==> src/rtl/clock_ratio_meter_pkg.sv <==
// Shared types and constants for the clock ratio meter and its edge detector.
// Build option CLK_RATIO_GLITCH_FILTER_EN is consumed by edge_sync_detect.
package clock_ratio_pkg;

    typedef enum logic [1:0] {
        IDLE = 2'd0,
        HIGH = 2'd1,
        LOW  = 2'd2
    } state_t;

    localparam int MATCH_W    = 4;
    localparam int SYNC_DEPTH = 2;

    localparam logic [MATCH_W-1:0] MATCH_MAX = 4'hF;

    // Saturating increment so a long run of identical periods never wraps to 0.
    function automatic logic [MATCH_W-1:0] match_inc(input logic [MATCH_W-1:0] m);
        logic [MATCH_W-1:0] r;
        if (m == MATCH_MAX) begin
            r = m;
        end else begin
            r = m + 4'd1;
        end
        return r;
    endfunction

endpackage

==> src/rtl/clock_ratio_meter_edge_sync_detect.sv <==
// Synchronizes an asynchronous level into clk and reports rise/fall/level.
// With CLK_RATIO_GLITCH_FILTER_EN defined, single-cycle pulses are rejected.
module edge_sync_detect
    import clock_ratio_pkg::*;
(
    input  logic clk,
    input  logic rst_n,
    input  logic async_in,
    output logic rise,
    output logic fall,
    output logic level
);

    logic [SYNC_DEPTH-1:0] sync_r;
    logic                  prev_r;
    logic                  cur_s;

    // Metastability synchronizer chain.
    always_ff @(posedge clk or negedge rst_n) begin
        if (!rst_n) begin
            sync_r <= {SYNC_DEPTH{1'b0}};
        end else begin
            sync_r <= {sync_r[SYNC_DEPTH-2:0], async_in};
        end
    end

`ifdef CLK_RATIO_GLITCH_FILTER_EN
    logic stage_r;

    // Extra sample so two consecutive synchronized values can be compared.
    always_ff @(posedge clk or negedge rst_n) begin
        if (!rst_n) begin
            stage_r <= 1'b0;
        end else begin
            stage_r <= sync_r[SYNC_DEPTH-1];
        end
    end

    // Accept a new level only once two samples agree; otherwise hold the old one.
    always_comb begin
        if (sync_r[SYNC_DEPTH-1] == stage_r) begin
            cur_s = stage_r;
        end else begin
            cur_s = prev_r;
        end
    end
`else
    // Unfiltered: the last synchronizer flop is the current level.
    always_comb begin
        cur_s = sync_r[SYNC_DEPTH-1];
    end
`endif

    // Previous accepted level for edge detection.
    always_ff @(posedge clk or negedge rst_n) begin
        if (!rst_n) begin
            prev_r <= 1'b0;
        end else begin
            prev_r <= cur_s;
        end
    end

    assign rise  = cur_s & ~prev_r;
    assign fall  = ~cur_s & prev_r;
    assign level = cur_s;

endmodule

==> src/rtl/clock_ratio_meter.sv <==
// Measures period/high time of a slow clock in clk cycles, reports lock and timeout.
// Optional glitch filter in the input path: CLK_RATIO_GLITCH_FILTER_EN.
module clock_ratio_meter
    import clock_ratio_pkg::*;
#(
    parameter int CWIDTH      = 20,
    parameter int LOCK_COUNT  = 4,
    parameter int TIMEOUT_CYC = 1048575
) (
    input  logic              clk,
    input  logic              rst_n,
    input  logic              clk_in,
    output logic [CWIDTH-1:0] period,
    output logic [CWIDTH-1:0] high_time,
    output logic              meas_valid,
    output logic              locked,
    output logic              timeout
);

    localparam logic [CWIDTH-1:0]  CNT_ONE  = {{(CWIDTH-1){1'b0}}, 1'b1};
    localparam logic [CWIDTH-1:0]  CNT_MAX  = CWIDTH'(TIMEOUT_CYC);
    localparam logic [MATCH_W-1:0] LOCK_THR = MATCH_W'(LOCK_COUNT - 1);

    logic rise_s;
    logic fall_s;
    logic level_s;

    edge_sync_detect u_edge (
        .clk      (clk),
        .rst_n    (rst_n),
        .async_in (clk_in),
        .rise     (rise_s),
        .fall     (fall_s),
        .level    (level_s)
    );

    state_t             state_r,      state_nx;
    logic [CWIDTH-1:0]  cnt_r,        cnt_nx;
    logic [CWIDTH-1:0]  hcap_r,       hcap_nx;
    logic [CWIDTH-1:0]  period_r,     period_nx;
    logic [CWIDTH-1:0]  high_time_r,  high_time_nx;
    logic               meas_valid_r, meas_valid_nx;
    logic               locked_r,     locked_nx;
    logic               timeout_r,    timeout_nx;
    logic [MATCH_W-1:0] match_r,      match_nx;

    logic               meas_s;
    logic               expire_s;
    logic [CWIDTH-1:0]  meas_high_s;

    // Next-state and measurement datapath.
    always_comb begin
        state_nx      = state_r;
        cnt_nx        = (cnt_r == CNT_MAX) ? cnt_r : cnt_r + CNT_ONE;
        hcap_nx       = hcap_r;
        period_nx     = period_r;
        high_time_nx  = high_time_r;
        meas_valid_nx = 1'b0;
        locked_nx     = locked_r;
        timeout_nx    = timeout_r;
        match_nx      = match_r;
        meas_s        = 1'b0;
        expire_s      = 1'b0;
        meas_high_s   = hcap_r;

        case (state_r)
            IDLE: begin
                if (rise_s) begin
                    state_nx   = HIGH;
                    cnt_nx     = CNT_ONE;
                    timeout_nx = 1'b0;
                end else begin
                    state_nx   = IDLE;
                end
            end
            HIGH: begin
                // A rise while still high means the fall was missed: short period.
                if (rise_s) begin
                    meas_s      = 1'b1;
                    hcap_nx     = cnt_r;
                    meas_high_s = cnt_r;
                end else if (cnt_r == CNT_MAX) begin
                    expire_s = 1'b1;
                end else if (fall_s && !level_s) begin
                    hcap_nx  = cnt_r;
                    state_nx = LOW;
                end else begin
                    state_nx = HIGH;
                end
            end
            LOW: begin
                if (rise_s) begin
                    meas_s = 1'b1;
                end else if (cnt_r == CNT_MAX) begin
                    expire_s = 1'b1;
                end else begin
                    state_nx = LOW;
                end
            end
            default: begin
                state_nx = IDLE;
            end
        endcase

        // Rise takes priority over timeout because expire_s is only set without a rise.
        if (meas_s) begin
            period_nx     = cnt_r;
            high_time_nx  = meas_high_s;
            meas_valid_nx = 1'b1;
            cnt_nx        = CNT_ONE;
            state_nx      = HIGH;
            timeout_nx    = 1'b0;
            if (cnt_r == period_r) begin
                match_nx = match_inc(match_r);
                if (match_r >= LOCK_THR) begin
                    locked_nx = 1'b1;
                end else begin
                    locked_nx = locked_r;
                end
            end else begin
                match_nx  = {MATCH_W{1'b0}};
                locked_nx = 1'b0;
            end
        end else if (expire_s) begin
            timeout_nx = 1'b1;
            locked_nx  = 1'b0;
            match_nx   = {MATCH_W{1'b0}};
            state_nx   = IDLE;
        end else begin
            meas_valid_nx = 1'b0;
        end
    end

    // State and output registers.
    always_ff @(posedge clk or negedge rst_n) begin
        if (!rst_n) begin
            state_r      <= IDLE;
            cnt_r        <= {CWIDTH{1'b0}};
            hcap_r       <= {CWIDTH{1'b0}};
            period_r     <= {CWIDTH{1'b0}};
            high_time_r  <= {CWIDTH{1'b0}};
            meas_valid_r <= 1'b0;
            locked_r     <= 1'b0;
            timeout_r    <= 1'b0;
            match_r      <= {MATCH_W{1'b0}};
        end else begin
            state_r      <= state_nx;
            cnt_r        <= cnt_nx;
            hcap_r       <= hcap_nx;
            period_r     <= period_nx;
            high_time_r  <= high_time_nx;
            meas_valid_r <= meas_valid_nx;
            locked_r     <= locked_nx;
            timeout_r    <= timeout_nx;
            match_r      <= match_nx;
        end
    end

    assign period     = period_r;
    assign high_time  = high_time_r;
    assign meas_valid = meas_valid_r;
    assign locked     = locked_r;
    assign timeout    = timeout_r;

endmodule

==> config.mk <==
export PLATFORM = sky130hd
export DESIGN_NAME = clock_ratio_meter
export DESIGN_NICKNAME = d
export VERILOG_FILES = /design/src/rtl/clock_ratio_meter_pkg.sv /design/src/rtl/clock_ratio_meter_edge_sync_detect.sv /design/src/rtl/clock_ratio_meter.sv
export SDC_FILE = /design/constraint.sdc
export NUM_CORES = 1
export LEC_CHECK = 0
export ABC_AREA = 0
export CORE_UTILIZATION = 52
export CTS_BUF_LIST = sky130_fd_sc_hd__clkbuf_2
export CTS_CLUSTER_DIAMETER = 200
export CTS_CLUSTER_SIZE = 8
export DETAILED_ROUTE_END_ITERATION = 12
export PLACE_DENSITY = 0.79
export SYNTH_ARGS = -nofsm -noshare
export SYNTH_HDL_FRONTEND = slang
export SYNTH_SLANG_ARGS = --single-unit
==> constraint.sdc <==
create_clock -name clk -period 2.76 [get_ports clk]
set_input_delay 0.828 -clock clk [delete_from_list [all_inputs] [get_ports clk]]
set_output_delay 0.828 -clock clk [all_outputs]
set_load 0.02 [all_outputs]
==> results <==
- The run finished with clean final reports.
- Setup violations remaining at the end of the flow were counted as 0.
- The number of enable-type register cells in the synthesized netlist is 0.
- The number of hold buffers added after CTS was 0.
- The count of placed standard cells in the final layout, fillers left out is 547.
- The remaining global-route overflow is 0.
- The worst setup path is launched from a flip-flop.
- Summed over all cells, the static leakage comes to 2.49 nW.
- The post-CTS setup buffer count is 0.
- The slowest stage of the critical path is the clkdlybuf4s50_1 cell.
- Together, buffers and inverters on the worst path number 1.
- The post-route minimum period is around 2.5 ns.
- The setup TNS after final layout is 0 ns.
- Across the VDD grid, the largest voltage drop is 493 µV.
- The commonest register cell after synthesis is dfrtp_1.
- The largest net degree at the start of global routing is 62.
- The maximum level of the CTS H-tree is 3.
- The top cell types in the final layout, fill and taps aside, are 92 x dfrtp_1, 44 x clkdlybuf4s50_1, 32 x nand2_1.
- TritonCTS built the clock tree.
- Summing every instance area after synthesis gives 4640 µm².
- The routed via count is 3071.
- The global-route wire length before repair is 15000 µm.
- The number of hold-slack violations in the final timing report was 0.
- The final wirelength is 8900 µm.
- The number of synthesized register bits is approximately 90.
- For this run, the slowest stage of the critical path takes 0.62 ns.
- Once the floorplan was initialized, standard cells occupied 53.5% of the core.
- The detailed-route vias per instance is between 5 and 6.
- The library cell used most frequently in the layout, excluding fill and tap cells, is dfrtp_1.
- The worst pin sits at a relative slew slack of 60.0%.
- The signal on the critical path passes through clkdlybuf4s50_1.
- After detailed placement, the design holds a cell count of 531.
- The net count of the finished layout is 445.
- After synthesis, the share of flip-flops with an asynchronous set or reset is 100%.
- The x dimension of the die is roughly 96 µm.
- Power spread over the standard cell area amounts to around 690 nW/µm².
- The kind of cell with the highest combined delay along the critical path is buffers and inverters.
- The die outline height is between 90 and 100 µm.
- The worst hold path belongs to the class in -> async.
- The critical path required time is 1.93 ns.
- The distinct cell type count of the synthesized netlist is 54.
- STA puts the critical path data arrival time at 1.65 ns.
- The overall routing resource usage is 21.4%.
- The Yosys step of the flow raised 0 warnings.
- The congestion estimate from routability-driven global placement came to 0.877.
- Cells fill between 60% and 70% of the core in the end.
- The area share of fa/ha/maj cells after synthesis is 2.16%.
- Summing the areas of all compound-gate instances in the mapped netlist gives 8.44% of the synthesized area.
- The number of instances in the synthesized netlist is 404.
- After clock tree synthesis, the clock-pin slew on the worst setup and hold paths is about 0.26 ns.
- Max-cap violations in this run came to 0.
- The die covers about 9300 µm².
- The number of global-route vias before repair is 3012.
- In the routed design, unresolved DRC markers number 0.
- The slew at the pin with the worst max-slew slack is 0.600 ns.
- The core region is 8680 µm².
- The antenna diode count is 0.
- The number of gates resized after CTS was 0.
- Along the worst path, the maximum fanout reaches 3.
- Port buffering added 45 buffers.
- Before antenna repair, the detailed router went through 4 iterations.
- The remaining number of nets flagged by the antenna check after routing is 0.
- STA classifies the critical path endpoint as an output pin.
- The clock sink count is 92.
- The main combinational cell family by area after synthesis is multiplexers.
- The number of primary I/O pins is 46.
- The maximum clock path buffer count is 2.
- The area growth from synthesis to layout is 13.1%.
- The clock network latency to the later pin of the worst-skew pair is 0.56 ns.
- The post-synthesis area per instance is 11.5 µm².
- The type of the setup path with the least slack is reg -> out.
- TritonCTS created 9 clock buffers.
- The average wire per standard cell is 16.3 µm.
- The final worst clock skew is 0.0279 ns.
- The power after layout is ~3.6 mW.
- The mux contribution to synthesized area is 15.6%.
- The maximum operating frequency is ~0.40 GHz.
- The post-detailed-placement half-perimeter wirelength is 6120 µm.
- Setup slack on the worst reg-to-reg path comes out at 0.48 ns.
- The floorplan has 34 rows.
- Of the cells placed in the final design, the portion with a size suffix greater than 1 is 18.0%.
- The share of the synthesized netlist area taken by xor and xnor gates is 6.42%.
- The post-synth net total is 415.
- The number of slew-limit violations in the final report is 0.
- The cell sitting at the root of the clock tree is a clkbuf_2.
- After Yosys synthesis, and, or, nand and nor cells account for 12.8% of the synthesized area.
- The initial antenna violation count was 0.
- Setup repair after global routing left no endpoint under its margin.
- The number of DRC markers in iteration 0 is 203.
- The post-synthesis sequential area ratio is 49.6%.
- The filler cell count in the final layout is around 710.
- Of the available clock period, the critical path in the final layout requires 89.9%.
power by group:
part           switching, mW  internal, mW
logic                  0.640         0.529
clock network          0.476         0.305
registers              0.179          1.51
worst paths after layout:
| kind | from | cells past startpoint | to |
|---|---|---|---|
| min in group clk | u_edge.sync_r[0]$_DFF_PN0_ | 0 | u_edge.sync_r[1]$_DFF_PN0_ |
| worst max-delay path | period[8]$_DFFE_PN0P_ | 1 | period[8] |
| worst min register to register | u_edge.sync_r[0]$_DFF_PN0_ | 0 | u_edge.sync_r[1]$_DFF_PN0_ |
| max in group asynchronous | rst_n | 2 | meas_valid$_DFF_PN0_ |
| worst max register to register | cnt_r[0]$_DFF_PN0_ | 7 | hcap_r[1]$_DFFE_PN0P_ |
| worst min-delay path | rst_n | 1 | high_time[7]$_DFFE_PN0P_ |
synth_stat cells, drive strengths merged, types with 2 or more instances:
cell | count | area (µm²)
a211o | 2 | 17.5
a211oi | 8 | 60.1
a21oi | 9 | 45.0
a31o | 2 | 17.5
and2 | 2 | 12.5
and4 | 4 | 35.0
buf | 22 | 153
clkbuf | 13 | 48.8
dfrtp | 92 | 2300
ha | 8 | 100
inv | 8 | 30.0
mux2 | 39 | 514
mux2i | 21 | 210
nand2 | 34 | 135
nand2b | 3 | 18.8
nand3 | 7 | 40.0
nand4 | 9 | 83.8
nor2 | 19 | 86.3
nor2b | 3 | 18.8
nor3 | 9 | 56.3
nor4 | 5 | 31.3
o211ai | 3 | 22.5
o21ai | 30 | 161
or2 | 4 | 25.0
or3 | 2 | 12.5
xnor2 | 11 | 96.3
xor2 | 23 | 201
stage by stage:
stage	hold WS (ns)	setup slack, ns	area, µm²
after global placement	0.332	0.650	5100
after CTS	0.208	0.233	5250
final	0.219	0.279	5250
after floorplan	0.331	0.780	4640
after global routing	0.230	0.188	5250
after detailed placement	0.337	0.535	5100
layout make-up:
type / count / area, µm² / share of cell area, %
clock buffers: 9 / 45.0 / 0.858
well taps: 108 / 135 / 2.58
flip-flops and latches: 92 / 2300 / 43.9
repair buffers: 54 / 528 / 10.1
inverters: 8 / 30.0 / 0.572
clock inverters: 7 / 98.8 / 1.88
multi-input cells: 269 / 2110 / 40.2
cells by family after synthesis:
| logic type | Yosys count |
|---|---|
| AND/OR/NAND/NOR | 105 |
| XOR/XNOR | 34 |
| buffers and inverters | 43 |
| AO/OA/AOI/OAI | 62 |
| adder cells (fa/ha/maj) | 8 |
| flip-flops | 92 |
| multiplexers | 60 |
state kept, by name, indices dropped and copies added (netlist names):
signal,cells
cnt_r,20
hcap_r,20
high_time,20
locked,1
match_r,4
meas_valid,1
period,20
state_r,2
timeout,1
u_edge.prev_r,1
u_edge.sync_r,2
per-layer routing:
layer | up-vias | share of wire (%) | GRT usage, %
li1 | 1473 | - | -
met2 | 83 | 47 | 33.1
met3 | 15 | 4.5 | 3.29
met1 | 1500 | 46 | 30.0
met4 | 0 | 1.7 | 9.44
met5 | - | 0 | 0
(Power assumes the default switching activity.)
